$ cat config.mk
export PLATFORM = sky130hd
export DESIGN_NAME = lab2_proc_mem_arb
export DESIGN_NICKNAME = d
export VERILOG_FILES = /design/src/rtl/lab2_proc_mem_arb_pkg.sv /design/src/rtl/lab2_proc_mem_arb_route_fifo.sv /design/src/rtl/lab2_proc_mem_arb.sv
export SDC_FILE = /design/constraint.sdc
export NUM_CORES = 1
export LEC_CHECK = 0
export BUFFER_PORTS_ARGS = -buffer_cell sky130_fd_sc_hd__buf_2
export CELL_PAD_IN_SITES_DETAIL_PLACEMENT = 1
export CELL_PAD_IN_SITES_GLOBAL_PLACEMENT = 2
export CORE_AREA = 2 2 151 153
export CTS_CLUSTER_SIZE = 20
export DETAILED_ROUTE_END_ITERATION = 8
export DIE_AREA = 0 0 153 155
export PLACE_DENSITY_LB_ADDON = 0.08
export RECOVER_POWER = 100
export SYNTH_ARGS = -nofsm -noshare
export SYNTH_HDL_FRONTEND = slang
export SYNTH_SLANG_ARGS = --single-unit
$ cat constraint.sdc
create_clock -name clk -period 1.9 [get_ports clk]
set_input_delay 0.38 -clock clk [delete_from_list [all_inputs] [get_ports clk]]
set_output_delay 0.38 -clock clk [all_outputs]
set_load 0.05 [all_outputs]
$ cat src/rtl/lab2_proc_mem_arb_pkg.sv
// Shared types for the processor memory arbiter.
//   arb_id_t      : 1-bit requester ID stored in the route FIFO
//   ARB_ID_IMEM/ARB_ID_DMEM : requester encodings (0 / 1)
//   mem_req_4B_t  : 77-bit memory request  {typ, opaque, addr, len, data}
//   mem_resp_4B_t : 47-bit memory response {typ, opaque, test, len, data}
package lab2_proc_mem_arb_pkg;

  typedef logic [0:0] arb_id_t;

  localparam arb_id_t ARB_ID_IMEM = 1'b0;
  localparam arb_id_t ARB_ID_DMEM = 1'b1;

  localparam logic [2:0] MEM_TYPE_READ  = 3'd0;
  localparam logic [2:0] MEM_TYPE_WRITE = 3'd1;

  typedef struct packed {
    logic [2:0]  typ;
    logic [7:0]  opaque;
    logic [31:0] addr;
    logic [1:0]  len;
    logic [31:0] data;
  } mem_req_4B_t;

  typedef struct packed {
    logic [2:0]  typ;
    logic [7:0]  opaque;
    logic [1:0]  test;
    logic [1:0]  len;
    logic [31:0] data;
  } mem_resp_4B_t;

  function automatic mem_req_4B_t mk_mem_req(input logic [2:0]  i_typ,
                                             input logic [7:0]  i_opaque,
                                             input logic [31:0] i_addr,
                                             input logic [31:0] i_data);
    mem_req_4B_t m;
    m.typ    = i_typ;
    m.opaque = i_opaque;
    m.addr   = i_addr;
    m.len    = 2'd0;
    m.data   = i_data;
    return m;
  endfunction

  function automatic mem_resp_4B_t mk_mem_resp(input logic [2:0]  i_typ,
                                               input logic [7:0]  i_opaque,
                                               input logic [31:0] i_data);
    mem_resp_4B_t m;
    m.typ    = i_typ;
    m.opaque = i_opaque;
    m.test   = 2'd0;
    m.len    = 2'd0;
    m.data   = i_data;
    return m;
  endfunction

endpackage

$ cat src/rtl/lab2_proc_mem_arb_route_fifo.sv
// Route FIFO: records which requester owns each in-flight memory request.
// Circular buffer of arb_id_t entries with head/tail pointers and a count.
// Ports:
//   clk, rst   : clock, asynchronous active-high reset (empties the FIFO)
//   i_push     : enqueue i_push_id (caller guarantees !o_full)
//   i_pop      : dequeue head (caller guarantees !o_empty)
//   o_full     : count == p_depth
//   o_empty    : count == 0
//   o_head     : ID at the head
//   o_count    : current occupancy
module lab2_proc_mem_arb_route_fifo
  import lab2_proc_mem_arb_pkg::*;
#(
  parameter  int unsigned p_depth = 2,
  localparam int unsigned PTR_W   = (p_depth > 1) ? $clog2(p_depth) : 1,
  localparam int unsigned CNT_W   = $clog2(p_depth + 1)
) (
  input  logic             clk,
  input  logic             rst,
  input  logic             i_push,
  input  arb_id_t          i_push_id,
  input  logic             i_pop,
  output logic             o_full,
  output logic             o_empty,
  output arb_id_t          o_head,
  output logic [CNT_W-1:0] o_count
);

  arb_id_t          r_mem [p_depth];
  logic [PTR_W-1:0] r_head;
  logic [PTR_W-1:0] r_tail;
  logic [CNT_W-1:0] r_count;

  // Wrap at depth so non-power-of-two depths work.
  function automatic logic [PTR_W-1:0] ptr_next(input logic [PTR_W-1:0] p);
    return (p == PTR_W'(p_depth - 1)) ? '0 : p + PTR_W'(1);
  endfunction

  always_ff @(posedge clk or posedge rst) begin
    if (rst) begin
      r_head  <= '0;
      r_tail  <= '0;
      r_count <= '0;
      for (int unsigned i = 0; i < p_depth; i++) r_mem[i] <= ARB_ID_IMEM;
    end else begin
      if (i_push) begin
        r_mem[r_tail] <= i_push_id;
        r_tail        <= ptr_next(r_tail);
      end
      if (i_pop) r_head <= ptr_next(r_head);
      if (i_push && !i_pop)      r_count <= r_count + CNT_W'(1);
      else if (!i_push && i_pop) r_count <= r_count - CNT_W'(1);
    end
  end

  assign o_full  = (r_count == CNT_W'(p_depth));
  assign o_empty = (r_count == '0);
  assign o_head  = r_mem[r_head];
  assign o_count = r_count;

endmodule

$ cat src/rtl/lab2_proc_mem_arb.sv
// Two-to-one memory port arbiter: shares one 4B memory port between the
// imem and dmem streams. Requests pass through combinationally; a route
// FIFO of requester IDs steers the in-order responses back to their owner.
// Configuration macro:
//   LAB2_PROC_MEM_ARB_RR_EN defined   : round-robin grant (1-bit priority reg)
//   LAB2_PROC_MEM_ARB_RR_EN undefined : fixed priority, dmem over imem
// Ports:
//   clk, reset                       : clock, async active-high reset
//   imem_reqstream_{msg,val,rdy}     : instruction request in
//   imem_respstream_{msg,val,rdy}    : instruction response out
//   dmem_reqstream_{msg,val,rdy}     : data request in
//   dmem_respstream_{msg,val,rdy}    : data response out
//   mem_reqstream_{msg,val,rdy}      : shared memory request out
//   mem_respstream_{msg,val,rdy}     : shared memory response in
//   num_outstanding                  : requests in flight (route FIFO count)
module lab2_proc_mem_arb
  import lab2_proc_mem_arb_pkg::*;
#(
  parameter  int unsigned p_max_outstanding = 2,
  localparam int unsigned CNT_W = $clog2(p_max_outstanding + 1)
) (
  input  logic             clk,
  input  logic             reset,

  input  mem_req_4B_t      imem_reqstream_msg,
  input  logic             imem_reqstream_val,
  output logic             imem_reqstream_rdy,
  output mem_resp_4B_t     imem_respstream_msg,
  output logic             imem_respstream_val,
  input  logic             imem_respstream_rdy,

  input  mem_req_4B_t      dmem_reqstream_msg,
  input  logic             dmem_reqstream_val,
  output logic             dmem_reqstream_rdy,
  output mem_resp_4B_t     dmem_respstream_msg,
  output logic             dmem_respstream_val,
  input  logic             dmem_respstream_rdy,

  output mem_req_4B_t      mem_reqstream_msg,
  output logic             mem_reqstream_val,
  input  logic             mem_reqstream_rdy,
  input  mem_resp_4B_t     mem_respstream_msg,
  input  logic             mem_respstream_val,
  output logic             mem_respstream_rdy,

  output logic [CNT_W-1:0] num_outstanding
);

  logic    w_full;
  logic    w_empty;
  logic    w_push;
  logic    w_pop;
  logic    w_req_rdy;
  logic    w_resp_ok;
  arb_id_t w_grant;
  arb_id_t w_head;

`ifdef LAB2_PROC_MEM_ARB_RR_EN
  arb_id_t r_prio;

  // Priority only matters when both are valid; a lone requester always wins.
  always_comb begin
    w_grant = r_prio;
    if (imem_reqstream_val && !dmem_reqstream_val)      w_grant = ARB_ID_IMEM;
    else if (dmem_reqstream_val && !imem_reqstream_val) w_grant = ARB_ID_DMEM;
  end

  always_ff @(posedge clk or posedge reset) begin
    if (reset)       r_prio <= ARB_ID_DMEM;
    else if (w_push) r_prio <= ~w_grant;
  end
`else
  always_comb begin
    w_grant = dmem_reqstream_val ? ARB_ID_DMEM : ARB_ID_IMEM;
  end
`endif

  // Request side. A full FIFO blocks the push even if a pop happens in the
  // same cycle, so no combinational path runs from response to request.
  assign mem_reqstream_msg  = (w_grant == ARB_ID_DMEM) ? dmem_reqstream_msg
                                                       : imem_reqstream_msg;
  assign mem_reqstream_val  = !reset && (imem_reqstream_val || dmem_reqstream_val)
                              && !w_full;
  assign w_req_rdy          = !reset && mem_reqstream_rdy && !w_full;
  assign imem_reqstream_rdy = w_req_rdy && (w_grant == ARB_ID_IMEM);
  assign dmem_reqstream_rdy = w_req_rdy && (w_grant == ARB_ID_DMEM);
  assign w_push             = mem_reqstream_val && mem_reqstream_rdy;

  // Response side: only val/rdy are steered, msg is broadcast.
  assign w_resp_ok           = !reset && !w_empty;
  assign imem_respstream_msg = mem_respstream_msg;
  assign dmem_respstream_msg = mem_respstream_msg;
  assign imem_respstream_val = w_resp_ok && mem_respstream_val && (w_head == ARB_ID_IMEM);
  assign dmem_respstream_val = w_resp_ok && mem_respstream_val && (w_head == ARB_ID_DMEM);
  assign mem_respstream_rdy  = w_resp_ok && ((w_head == ARB_ID_DMEM) ? dmem_respstream_rdy
                                                                     : imem_respstream_rdy);
  assign w_pop               = mem_respstream_val && mem_respstream_rdy;

  lab2_proc_mem_arb_route_fifo #(
    .p_depth (p_max_outstanding)
  ) u_route_fifo (
    .clk       (clk),
    .rst       (reset),
    .i_push    (w_push),
    .i_push_id (w_grant),
    .i_pop     (w_pop),
    .o_full    (w_full),
    .o_empty   (w_empty),
    .o_head    (w_head),
    .o_count   (num_outstanding)
  );

`ifndef SYNTHESIS
  // A response with nothing outstanding means the memory side is out of step.
  always @(posedge clk) begin
    if (!reset && mem_respstream_val && w_empty)
      $error("lab2_proc_mem_arb: memory response with no outstanding request");
  end
`endif

endmodule

After elaboration in Yosys (flattened, before gate mapping)
Index checks and enable logic that the tools add are counted.
{"block": "word_totals", "input_bits": 209, "memories": 0, "ff_bits": 6, "ram_bits": 0, "romBits": 0, "latch_bits": 0}
{"block": "classes", "n_bitwise": 4, "div": 0, "muxes": 13, "n_reduce_logical": 24, "shift": 0, "n_addsub": 4, "multipliers": 0, "eq_ne": 1, "magnitude_cmp": 3}
{"op": "77-bit 2-to-1 mux", "n": 1}
{"op": "1-bit logical AND", "n": 16}
{"op": "1-bit 2-to-1 mux", "n": 8}
{"op": "1-bit zero test", "n": 5}
{"op": "2-bit >= comparator, second input constant", "n": 2}
{"op": "2-bit 2-to-1 mux", "n": 2}
{"op": "1-bit inverter with 2-bit output", "n": 2}
{"op": "1-bit adder, second input constant", "n": 2}
{"op": "2-bit by 1-bit adder with 2-bit output, second input constant", "n": 1}
{"op": "2-bit bitwise mux", "n": 1}
{"op": "2-bit equality test, second input constant", "n": 1}
{"op": "2-bit zero test", "n": 1}
{"op": "2-bit by 1-bit less-than comparator with 1-bit output, second input constant", "n": 1}
{"op": "1-bit inverter", "n": 2}
{"op": "2-bit nonzero test", "n": 1}
{"op": "2-bit by 1-bit subtractor with 2-bit output, second input constant", "n": 1}
{"op": "1-bit demux with 1-bit select", "n": 1}
{"op": "1-bit logical OR", "n": 1}

Depth between registers and ports, before layout
Gate-level depths: netlist of the first run.
{"block": "logic_depth", "ltp_word": 10, "ltp_mapped": 8}

By module
From an unflattened synthesis of the first run, not the netlist that was laid out.
{"block": "unflattened", "cells_unflattened": 216, "area_unflattened_um2": 2378.5}
{"module": "lab2_proc_mem_arb", "cells_each": 194, "area_per_inst_um2": 2104.5, "instances": 1}
{"module": "lab2_proc_mem_arb_route_fifo", "cells_each": 22, "area_per_inst_um2": 274.0, "instances": 1}

Least setup slack after synthesis of the first run
Ideal clock, no wire load.
{"block": "synth_timing", "kind": "input port to output port", "start": "input port dmem_reqstream_val", "end": "output port imem_reqstream_rdy", "path_stages": 4, "slack_ns": -0.909, "arrival_time_ns": 2.429, "n_path_buf": 3, "cell_sequence": "buf_2 > buf_4 > buf_2 > nor4_1"}
{"block": "synth_between", "elab_chain_len": 3}
{"element": "start, declared", "line": "lab2_proc_mem_arb.sv:33", "source": "input logic dmem_reqstream_val,"}
{"element": "1-bit 2-to-1 mux", "line": "lab2_proc_mem_arb.sv:74", "source": "w_grant = dmem_reqstream_val ? ARB_ID_DMEM : ARB_ID_IMEM;"}
{"element": "1-bit inverter", "line": "lab2_proc_mem_arb.sv:85", "source": "assign imem_reqstream_rdy = w_req_rdy && (w_grant == ARB_ID_IMEM);"}
{"element": "1-bit logical AND", "line": "lab2_proc_mem_arb.sv:85"}
{"element": "end, declared", "line": "lab2_proc_mem_arb.sv:27", "source": "output logic imem_reqstream_rdy,"}
Every way passes these cells.

Final worst setup path of the first run
{"block": "layout_timing", "start": "register u_route_fifo.r_count[1], in the netlist u_route_fifo.o_count[1]", "end": "output port dmem_reqstream_rdy"}
{"block": "layout_between", "elab_chain_len": 4}
{"element": "start, declared", "line": "lab2_proc_mem_arb_route_fifo.sv:32", "source": "logic [CNT_W-1:0] r_count;"}
{"element": "start signal, assigned", "line": "lab2_proc_mem_arb_route_fifo.sv:51", "source": "if (i_push && !i_pop) r_count <= r_count + CNT_W'(1);"}
{"element": "start signal, assigned", "line": "lab2_proc_mem_arb_route_fifo.sv:52", "source": "else if (!i_push && i_pop) r_count <= r_count - CNT_W'(1);"}
{"element": "2-bit equality test", "line": "lab2_proc_mem_arb_route_fifo.sv:56", "source": "assign o_full = (r_count == CNT_W'(p_depth));"}
{"element": "1-bit zero test", "line": "lab2_proc_mem_arb.sv:84", "source": "assign w_req_rdy = !reset && mem_reqstream_rdy && !w_full;"}
{"element": "1-bit logical AND", "line": "lab2_proc_mem_arb.sv:84"}
{"element": "1-bit logical AND", "line": "lab2_proc_mem_arb.sv:86", "source": "assign dmem_reqstream_rdy = w_req_rdy && (w_grant == ARB_ID_DMEM);"}
{"element": "end, declared", "line": "lab2_proc_mem_arb.sv:34", "source": "output logic dmem_reqstream_rdy,"}
Every way passes these cells.

==> results of run 1 <==
==> flip-flops by register name, summed over array words and instances (netlist names) <==
register / flops
u_route_fifo.o_count: 2
u_route_fifo.r_mem: 2
u_route_fifo.r_head: 1
u_route_fifo.r_tail: 1
==> cells by family after synthesis <==
| family | Yosys count | synth area share, % |
|---|---|---|
| AOI/OAI and AO/OA | 8 | 2.739 |
| xor gates and xnor gates | 4 | 1.705 |
| adders and majority gates | 1 | 0.6085 |
| buffers and inverters | 110 | 37.92 |
| DFF | 6 | 7.304 |
| muxes | 80 | 43.70 |
| and+or+nand+nor | 20 | 6.026 |
==> how the worst max path moves through the flow <==
stage,to,slack [ns],depth (start not counted)
2_1_floorplan,dmem_respstream_val,-0.08,4
6_report,dmem_reqstream_rdy,0.007,4
3_5_place_dp,mem_reqstream_msg[0],0.02,4
3_3_place_gp,mem_reqstream_msg[0],0.03,4
4_1_cts,dmem_reqstream_rdy,-0.04,4
5_1_grt,dmem_reqstream_rdy,-0.03,4
==> metal layers <==
metal,vias to the layer above,GRT usage (%)
met2,164,17.70
met3,6,2.841
met1,994,7.637
li1,1013,-
met5,-,0
met4,0,1.146
==> power by group <==
| part | switching [W] | leakage [nW] | internal (W) |
|---|---|---|---|
| clock network | 0.0000721 | 0.0382 | 0.000279 |
| registers | 0.0000586 | 0.0670 | 0.000198 |
| logic | 0.00106 | 1.49 | 0.000608 |
==> cell usage after synthesis, drive strengths merged, types with 2 or more instances <==
master,n,share of area (%)
mux2i,2,0.97
nor4,2,0.91
nand2,2,0.37
o41ai,2,0.85
xor2,2,0.85
inv,5,0.91
dfrtp,6,7.3
xnor2,2,0.85
mux2,78,43
nand4,3,0.91
o21ai,3,0.73
buf,103,37
nor2b,3,1.0
nor2,5,0.91
==> cell type report <==
cell class	count	share of cell area, %
Multi-Input combinational cell	113	36.89
Sequential cell	6	4.803
Tap cell	285	11.22
Timing Repair Buffer	262	43.78
Clock buffer	4	2.480
Inverter	6	0.8268
==> worst max-delay path: cells and delay by family (launching register included) <==
kind,cells,cell delay [ns]
simple gates,2,0.63
buf+inv,2,0.25
flops,1,0.39
==> what timing repair did <==
item	4_1_cts	5_1_grt
resized for setup	4	5
setup endpoints to repair	1	4
buffers inserted	0	1
gates cloned	0	0
pin swaps	1	3
==> stage by stage <==
stage | std cells | cell area [um^2] | setup WS, ns
2_1_floorplan | 229 | 2085 | -0.07655
3_3_place_gp | 671 | 3055 | 0.03499
3_5_place_dp | 671 | 3055 | 0.01800
4_1_cts | 675 | 3149 | -0.04306
5_1_grt | 676 | 3178 | -0.03024
6_report | 676 | 3178 | 0.007255
==> metrics.log, run 1 <==
[metrics] via count: 2177
[metrics] highest-count cells in the layout ignoring fill and taps: sky130_fd_sc_hd__buf_2, sky130_fd_sc_hd__mux2_1, sky130_fd_sc_hd__buf_4
[metrics] proportion of synthesized chip area in sequential cells: 7.304%
[metrics] half-perimeter wire length of the detailed placement result: 9716 um
[metrics] via count of the first global-routing pass: 2456
[metrics] core utilization of the finished layout: 14.30%
[metrics] wire length per cell: 15.68 um
[metrics] Detail Route met2 WL: 6219 um
[metrics] arrival time reported for the critical path endpoint: 1.51 ns
[metrics] number of routed nets with antenna violations: 0
[metrics] pin slew with the least headroom to its limit: 0.3727 ns
[metrics] Max Fclk: 528.3 MHz
[metrics] number of nets in the layout: 602
[metrics] largest driver fanout on the critical path: 2
[metrics] hold slack: 0.3967 ns
[metrics] number of antenna violations at the first check in global routing: 0
[metrics] sum of routed wire segments on met1: 3289 um
[metrics] total power draw: 0.002275 W
[metrics] first drt pass iteration count: 4
[metrics] Top-Level Pins: 388
[metrics] crit-path max cell delay: 0.50 ns
[metrics] worst voltage drop across the vdd grid: 0.3389 mV
[metrics] relative slew slack: 75.15%
[metrics] Ys Warns: 0
[metrics] WS Path Type: flip-flop to primary output
[metrics] EDFF count, synth: 0
[metrics] metal3 WL: 1055 um
[metrics] antenna cells: 0
[metrics] number of cells on the worst reg-to-reg path: 7
[metrics] worst skew pair latency: 0.23 ns
[metrics] chain of cells forming the critical path: nor2b_4 -> or4b_4 -> clkinvlp_4 -> buf_8
[metrics] die outline area: 0.02372 mm^2
[metrics] post-route fraction of the period consumed by the critical path: 99.62%
[metrics] Root Driver: sky130_fd_sc_hd__clkbuf_16
[metrics] number of flip-flops and latches in the synthesized netlist: 6
[metrics] CP max stage cell: sky130_fd_sc_hd__or4b_4
[metrics] Total Neg Setup Slack: 0 ns
[metrics] placer's final routability congestion estimate: 0.7300
[metrics] site row count: 55
[metrics] overall die width: 153 um
[metrics] signed area change from the synthesized netlist to the final layout: 54.60%
[metrics] initial cell density of the core: 9.249%
[metrics] Avg Inst Size Synth: 8.977 um^2
[metrics] startpoint of the most critical setup path: u_route_fifo.o_count[1]
[metrics] Clock Tree Buf Depth: 2
[metrics] Setup crit end kind: primary output
[metrics] number of setup violations in the final report: 0
[metrics] final global-route overflow total: 0
[metrics] net count after synthesis: 439
[metrics] Power Dens Cells: 716.0 mW/mm^2
[metrics] number of buffers created by CTS: 3
[metrics] final slew viol count: 0
[metrics] endpoint required time on the critical path: 1.52 ns
[metrics] number of hold buffers added after cts: 0
[metrics] H-tree depth: 1
[metrics] total clock sinks: 6
[metrics] area taken by multi-input logic gates: 0.001172 mm^2
[metrics] clock tree from TritonCTS: built
[metrics] synthesized instance count: 229
[metrics] final hold violation count: 0
[metrics] most common cell after layout, fill and taps aside: sky130_fd_sc_hd__buf_2
[metrics] worst setup skew after layout: 0.006074 ns
[metrics] count of routing violations after the opening detailed-route iteration: 28
[metrics] highest routed layer: met4
[metrics] terminus of the critical flop-to-flop path: u_route_fifo.o_count[1]
[metrics] wire length of the first global-routing pass: 15120 um
[metrics] setup slack, reg-to-reg: 0.10 ns
[metrics] setup repair after global routing missed its margin: yes
[metrics] worst hold path type: primary input to asynchronous set/reset pin
[metrics] dominant synthesized flop cell: sky130_fd_sc_hd__dfrtp_1
[metrics] cell area after synthesis: 0.002056 mm^2
[metrics] number of distinct library cell variants in the gate-level netlist after synthesis: 30
[metrics] Critical R2R Launch: u_route_fifo.r_head
[metrics] aggregate routed wire length: 10600 um
[metrics] type of element launching the critical path: flip-flop
[metrics] fillcell total: 2696
[metrics] cell leakage power: 1.597 nW
[metrics] maxcap violations: 0
[metrics] vertical die dimension: 155 um
[metrics] final routed DRC violation total: 0
[metrics] overall routing resource usage: 8.316%
[metrics] area of the placeable core: 0.02223 mm^2
[metrics] fraction of final layout cells with drive strength greater than 1: 70.59%
[metrics] status: finished clean
[metrics] count of input and output buffers: 246
[metrics] Final min period: 1.893 ns
[metrics] maximum number of pins on one net before global-route repair: 53
[metrics] Reg clk slew, reported paths: 0.04 ns
[metrics] average via count per standard cell: 3.220
[metrics] Storage cell area: 152.6 um^2
[metrics] post-synthesis async set-or-reset flop share: 100.0%
(Power assumes the default switching activity.)
==> run 2: changes to the inputs <==
- CTS_BUF_LIST: not set -> sky130_fd_sc_hd__clkbuf_16
- SLEW_MARGIN: not set -> 0
==> run 2 against run 1 <==
Routed wire length barely moved. Die area stayed put. Sequential power hardly changed. Largest power group unchanged.
==> metrics.log, run 2 (same netlist as run 1, synthesis figures left out) <==
[metrics] chain of cells forming the critical path: nor2b_4 -> or4b_4 -> clkinvlp_4 -> buf_8
[metrics] endpoint required time on the critical path: 1.52 ns
[metrics] wire length per cell: 15.68 um
[metrics] site row count: 55
[metrics] via count of the first global-routing pass: 2459
[metrics] Final Instance Count excl. Fillers: 676
[metrics] aggregate routed wire length: 10600 um
[metrics] overall routing resource usage: 8.310%
[metrics] count of routing violations after the opening detailed-route iteration: 26
[metrics] post-route fraction of the period consumed by the critical path: 99.71%
[metrics] maxcap violations: 0
[metrics] Clock Tree Buf Depth: 2
[metrics] final routed DRC violation total: 0
[metrics] relative slew slack: 75.17%
[metrics] number of routed nets with antenna violations: 0
[metrics] logic gate share of total power: 73.4%
[metrics] Top-Level Pins: 388
[metrics] initial cell density of the core: 9.249%
[metrics] cell leakage power: 1.601 nW
[metrics] number of buffers created by CTS: 3
[metrics] post-layout worst setup margin: 0.005442 ns
[metrics] worst setup skew after layout: 0.007282 ns
[metrics] kind of cell adding the most delay to the critical path: simple AND/OR/NAND/NOR gates
[metrics] half-perimeter wire length of the detailed placement result: 9716 um
[metrics] switch share: 52.55%
[metrics] Critical R2R Launch: u_route_fifo.r_head
[metrics] arrival time reported for the critical path endpoint: 1.51 ns
[metrics] first drt pass iteration count: 4
[metrics] total clock sinks: 6
[metrics] final slew viol count: 0
[metrics] final global-route overflow total: 0
[metrics] highest-count cells in the layout ignoring fill and taps: sky130_fd_sc_hd__buf_2, sky130_fd_sc_hd__mux2_1, sky130_fd_sc_hd__buf_4, sky130_fd_sc_hd__inv_1
[metrics] part of the power in registers: 11.3%
[metrics] overall die width: 153 um
[metrics] Clk pwr share: 15.3%
[metrics] Setup crit end kind: primary output
[metrics] status: finished clean
[metrics] pin slew with the least headroom to its limit: 0.3725 ns
[metrics] most common cell after layout, fill and taps aside: sky130_fd_sc_hd__buf_2
[metrics] Root Driver: sky130_fd_sc_hd__clkbuf_16
[metrics] clock tree from TritonCTS: built
[metrics] final hold violation count: 0
[metrics] Final min period: 1.895 ns
[metrics] crit-path max cell delay: 0.50 ns
[metrics] number of buffers and inverters on the critical path: 2
[metrics] WS Path Type: flip-flop to primary output
[metrics] Psw: 0.001195 W
[metrics] number of nets in the layout: 602
[metrics] Post-Place Worst Slack: 0.01800 ns
[metrics] fraction of final layout cells with drive strength greater than 1: 70.59%
[metrics] fillcell total: 2696
[metrics] worst voltage drop across the vdd grid: 0.3425 mV
[metrics] setup repair after global routing missed its margin: yes
[metrics] number of antenna violations at the first check in global routing: 0
[metrics] area of the placeable core: 0.02223 mm^2
[metrics] worst skew pair latency: 0.23 ns
[metrics] wire length of the first global-routing pass: 15110 um
[metrics] number of setup violations in the final report: 0
[metrics] worst hold path type: primary input to asynchronous set/reset pin
[metrics] design internal power: 0.001079 W
[metrics] startpoint of the most critical setup path: u_route_fifo.o_count[1]
[metrics] vertical die dimension: 155 um
[metrics] signed area change from the synthesized netlist to the final layout: 54.60%
[metrics] die outline area: 0.02372 mm^2
[metrics] Max Fclk: 527.8 MHz
[metrics] placer's final routability congestion estimate: 0.7300
[metrics] antenna cells: 0
[metrics] maximum number of pins on one net before global-route repair: 53
[metrics] type of element launching the critical path: flip-flop
[metrics] Power Dens Cells: 715.4 mW/mm^2
[metrics] count of input and output buffers: 246
[metrics] largest driver fanout on the critical path: 2
[metrics] average via count per standard cell: 3.219
[metrics] H-tree depth: 1
[metrics] CP max stage cell: sky130_fd_sc_hd__or4b_4
[metrics] DP Cell Count: 671
[metrics] Reg clk slew, reported paths: 0.04 ns
[metrics] via count: 2176
## run 2: worst reg2reg max path, cell delays in order (launching register included)
cell	delay, ns
sky130_fd_sc_hd__dfrtp_1	0.38
sky130_fd_sc_hd__mux2_4	0.32
sky130_fd_sc_hd__mux2i_2	0.17
sky130_fd_sc_hd__or2_1	0.23
sky130_fd_sc_hd__ha_2	0.19
sky130_fd_sc_hd__xor2_1	0.14
sky130_fd_sc_hd__nor2_1	0.14
sky130_fd_sc_hd__xor2_1	0.16
## run 2: power by group through the flow
stage               sequential [W]  combinational (W)  clock (W)
finish                    0.000257            0.00167   0.000348
global route              0.000269            0.00179   0.000363
CTS                       0.000263            0.00165   0.000354
detailed placement        0.000256            0.00164          0
global placement          0.000257            0.00164          0
floorplan                 0.000344            0.00149          0
## run 2: per-layer routing
metal  GRT usage [%]  part of all wire [%]  vias up  routed length [um]
met2           17.70                    59      164                6206
met1           7.620                    31      993                3303
met3           2.841                    10        6                1055
li1                -                     -     1013                   -
met5               0                     0        -                   0
met4           1.146                  0.35        0                  37
## run 2: stage by stage
step / TNS, ns / cell area, um^2 / utilization [%] / power (W) / hold slack [ns]
global route: -0.04899 / 3178 / 14.30 / 0.002422 / 0.4614
CTS: -0.04319 / 3149 / 14.17 / 0.002272 / 0.2935
floorplan: -0.1807 / 2085 / - / 0.001834 / 0.4181
detailed placement: 0 / 3055 / 13.75 / 0.001891 / 0.5100
finish: 0 / 3178 / 14.30 / 0.002274 / 0.3953
global placement: 0 / 3055 / 13.75 / 0.001901 / 0.5136
## run 2: final cells by class
type	instances	area (um^2)	share of cell area, %
well taps	285	356.6	11.22
multi-input cells	113	1172	36.89
flip-flops and latches	6	152.6	4.803
clock inverters	1	3.754	0.1181
inverters	6	26.28	0.8268
clock buffers	3	75.07	2.362
repair buffers	262	1391	43.78
## run 2: final timing paths
check	to	slack, ns	cells after the start
max in group asynchronous	u_route_fifo.o_count[0]	1.29	3
setup / recovery	dmem_reqstream_rdy	0.005	4
hold reg to reg	u_route_fifo.r_mem[1]	0.53	1
hold / removal	u_route_fifo.r_tail	0.40	3
setup reg to reg	u_route_fifo.o_count[1]	0.10	7
min in group clk	u_route_fifo.r_head	0.49	3
## run 2: timing repair
item / in CTS / in global routing
cloned: 0 / 0
hold buffers: 0 / 0
pin swaps: 1 / 3
endpoints found under the setup margin: 1 / 4
gates resized for setup: 4 / 5
setup buffers: 0 / 1
==> run 3: changes to the inputs <==
- CELL_PAD_IN_SITES_DETAIL_PLACEMENT: 1 -> 0
==> run 3 against run 2 <==
The flow now finishes with violations (setup timing). Final area fell by 0.87%. Worst hold slack got worse by 0.12 ns. Combinational power fell by 2%. Via count fell by 0.51%. Core utilization fell by 0.12 points. Routed wire length fell by 1.5%. First-iteration DRC count rose by 19%. Power fell by 1.5%. Critical path type unchanged. Largest power group unchanged. Highest routed layer unchanged.
==> metrics.log, run 3 (same netlist as run 1, synthesis figures left out) <==
[metrics] post-route fraction of the period consumed by the critical path: 100.3%
[metrics] highest-count cells in the layout ignoring fill and taps: sky130_fd_sc_hd__buf_2, sky130_fd_sc_hd__mux2_1, sky130_fd_sc_hd__clkbuf_2, sky130_fd_sc_hd__buf_4, sky130_fd_sc_hd__inv_1
[metrics] Root Driver: sky130_fd_sc_hd__clkbuf_16
[metrics] maxcap violations: 0
[metrics] number of setup violations in the final report: 1
[metrics] Setup Fix Bufs, Post-CTS: 0
[metrics] average via count per standard cell: 3.203
[metrics] first drt pass iteration count: 3
[metrics] Critical R2R Launch: u_route_fifo.r_head
[metrics] Reg clk slew, reported paths: 0.04 ns
[metrics] number of antenna violations at the first check in global routing: 0
[metrics] Max Fclk: 525.0 MHz
[metrics] final global-route overflow total: 0
[metrics] fraction of final layout cells with drive strength greater than 1: 70.84%
[metrics] via count of the first global-routing pass: 2375
[metrics] terminus of the critical flop-to-flop path: u_route_fifo.o_count[1]
[metrics] overall die width: 153 um
[metrics] setup slack, reg-to-reg: 0.09 ns
[metrics] placer's final routability congestion estimate: 0.7300
[metrics] largest driver fanout on the critical path: 2
[metrics] design internal power: 0.001056 W
[metrics] Psw: 0.001184 W
[metrics] number of nets in the layout: 602
[metrics] total power draw: 0.002240 W
[metrics] post-detailed-placement cell area: 0.003055 mm^2
[metrics] count of routing violations after the opening detailed-route iteration: 31
[metrics] relative slew slack: 59.88%
[metrics] startpoint of the most critical setup path: u_route_fifo.o_count[1]
[metrics] maximum number of pins on one net before global-route repair: 53
[metrics] Power Dens Cells: 711.1 mW/mm^2
[metrics] arrival time reported for the critical path endpoint: 1.52 ns
[metrics] final slew viol count: 0
[metrics] overall routing resource usage: 7.921%
[metrics] initial cell density of the core: 9.249%
[metrics] vertical die dimension: 155 um
[metrics] Setup crit end kind: primary output
[metrics] Top-Level Pins: 388
[metrics] cell leakage power: 1.605 nW
[metrics] number of hold buffers added after cts: 0
[metrics] pin slew with the least headroom to its limit: 0.6043 ns
[metrics] area of all placed cells without fillers: 0.003151 mm^2
[metrics] Post-Place Worst Slack: 0.01999 ns
[metrics] most common cell after layout, fill and taps aside: sky130_fd_sc_hd__buf_2
[metrics] switch share: 52.85%
[metrics] number of buffers created by CTS: 3
[metrics] die outline area: 0.02372 mm^2
[metrics] count of input and output buffers: 246
[metrics] antenna cells: 0
[metrics] H-tree depth: 1
[metrics] half-perimeter wire length of the detailed placement result: 9342 um
[metrics] core utilization of the finished layout: 14.17%
[metrics] crit path to: dmem_reqstream_rdy
[metrics] type of element launching the critical path: flip-flop
[metrics] setup repair after global routing missed its margin: yes
[metrics] wire length of the first global-routing pass: 14230 um
[metrics] site row count: 55
[metrics] aggregate routed wire length: 10440 um
[metrics] final hold violation count: 0
[metrics] endpoint required time on the critical path: 1.52 ns
[metrics] Clk pwr share: 15.6%
[metrics] signed area change from the synthesized netlist to the final layout: 53.26%
[metrics] Clock Tree Buf Depth: 2
[metrics] failing checks: setup timing
[metrics] worst voltage drop across the vdd grid: 0.2794 mV
[metrics] status: complete, but fails checks
[metrics] logic gate share of total power: 72.8%
[metrics] via count: 2165
[metrics] post-layout worst setup margin: -0.004821 ns
[metrics] area of the placeable core: 0.02223 mm^2
[metrics] total clock sinks: 6
[metrics] worst skew pair latency: 0.23 ns
[metrics] WS Path Type: flip-flop to primary output
[metrics] final routed DRC violation total: 0
[metrics] number of cells on the worst reg-to-reg path: 7
[metrics] wire length per cell: 15.44 um
[metrics] number of routed nets with antenna violations: 0
[metrics] worst hold path type: primary input to asynchronous set/reset pin
[metrics] part of the power in registers: 11.6%
[metrics] Total Neg Setup Slack: -0.004821 ns
[metrics] clock tree from TritonCTS: built
[metrics] Final min period: 1.905 ns
[metrics] worst setup skew after layout: 0.004664 ns
-- run 3: cell count changes in the layout (fill, tap and decap cells not counted), sizes merged --
cell / change
buf: -69
clkbuf: +69
-- run 3: critical path, cell delays in order, from the launching register on --
cell	delay (ns)
sky130_fd_sc_hd__dfrtp_2	0.39
sky130_fd_sc_hd__nor2b_4	0.13
sky130_fd_sc_hd__or4b_4	0.51
sky130_fd_sc_hd__clkinvlp_4	0.11
sky130_fd_sc_hd__buf_8	0.14
-- run 3: per-layer routing --
metal | vias up | part of all wire, % | track usage [%]
met3 | 8 | 8.8 | 2.535
li1 | 1012 | - | -
met2 | 161 | 59 | 16.98
met1 | 984 | 32 | 7.097
met4 | 0 | 0.60 | 1.587
met5 | - | 0 | 0
-- run 3: area by class of cell --
class / instances / area, um^2
Clock buffer: 3 / 75.07
Clock inverter: 1 / 3.754
Fill cell: 2617 / 19080
Inverter: 6 / 26.28
Multi-Input combinational cell: 113 / 1164
Sequential cell: 6 / 152.6
Tap cell: 285 / 356.6
Timing Repair Buffer: 262 / 1373
-- run 3: per-stage QoR --
step	std cells	hold slack, ns
after detailed placement	671	0.4881
after floorplan	229	0.4181
after global routing	676	0.3147
after global placement	671	0.5136
after CTS	675	0.2881
final	676	0.2749
-- run 3: worst min path at each step --
stage,from,endpoint,slack (ns),cells past startpoint
floorplan,reset,u_route_fifo.r_head,0.42,2
global placement,u_route_fifo.r_tail,u_route_fifo.r_mem[1],0.51,1
detailed placement,u_route_fifo.r_tail,u_route_fifo.r_mem[1],0.49,1
CTS,reset,u_route_fifo.r_tail,0.29,3
global route,reset,u_route_fifo.r_tail,0.31,3
finish,reset,u_route_fifo.r_tail,0.27,3
-- run 3: power by group through the flow --
| stage | clock network (W) | registers (W) | logic [W] |
|---|---|---|---|
| 5_1_grt | 0.000361 | 0.000270 | 0.00175 |
| 4_1_cts | 0.000357 | 0.000261 | 0.00164 |
| 2_1_floorplan | 0 | 0.000344 | 0.00149 |
| 6_report | 0.000350 | 0.000260 | 0.00163 |
| 3_5_place_dp | 0 | 0.000255 | 0.00162 |
| 3_3_place_gp | 0 | 0.000257 | 0.00164 |
-- run 3: what timing repair did --
| item | CTS | global route |
|---|---|---|
| endpoints found under the hold margin | 0 | 0 |
| gates resized for setup | 4 | 7 |
| pin swaps | 1 | 4 |
| gates cloned | 0 | 1 |
| setup endpoints to repair | 1 | 6 |
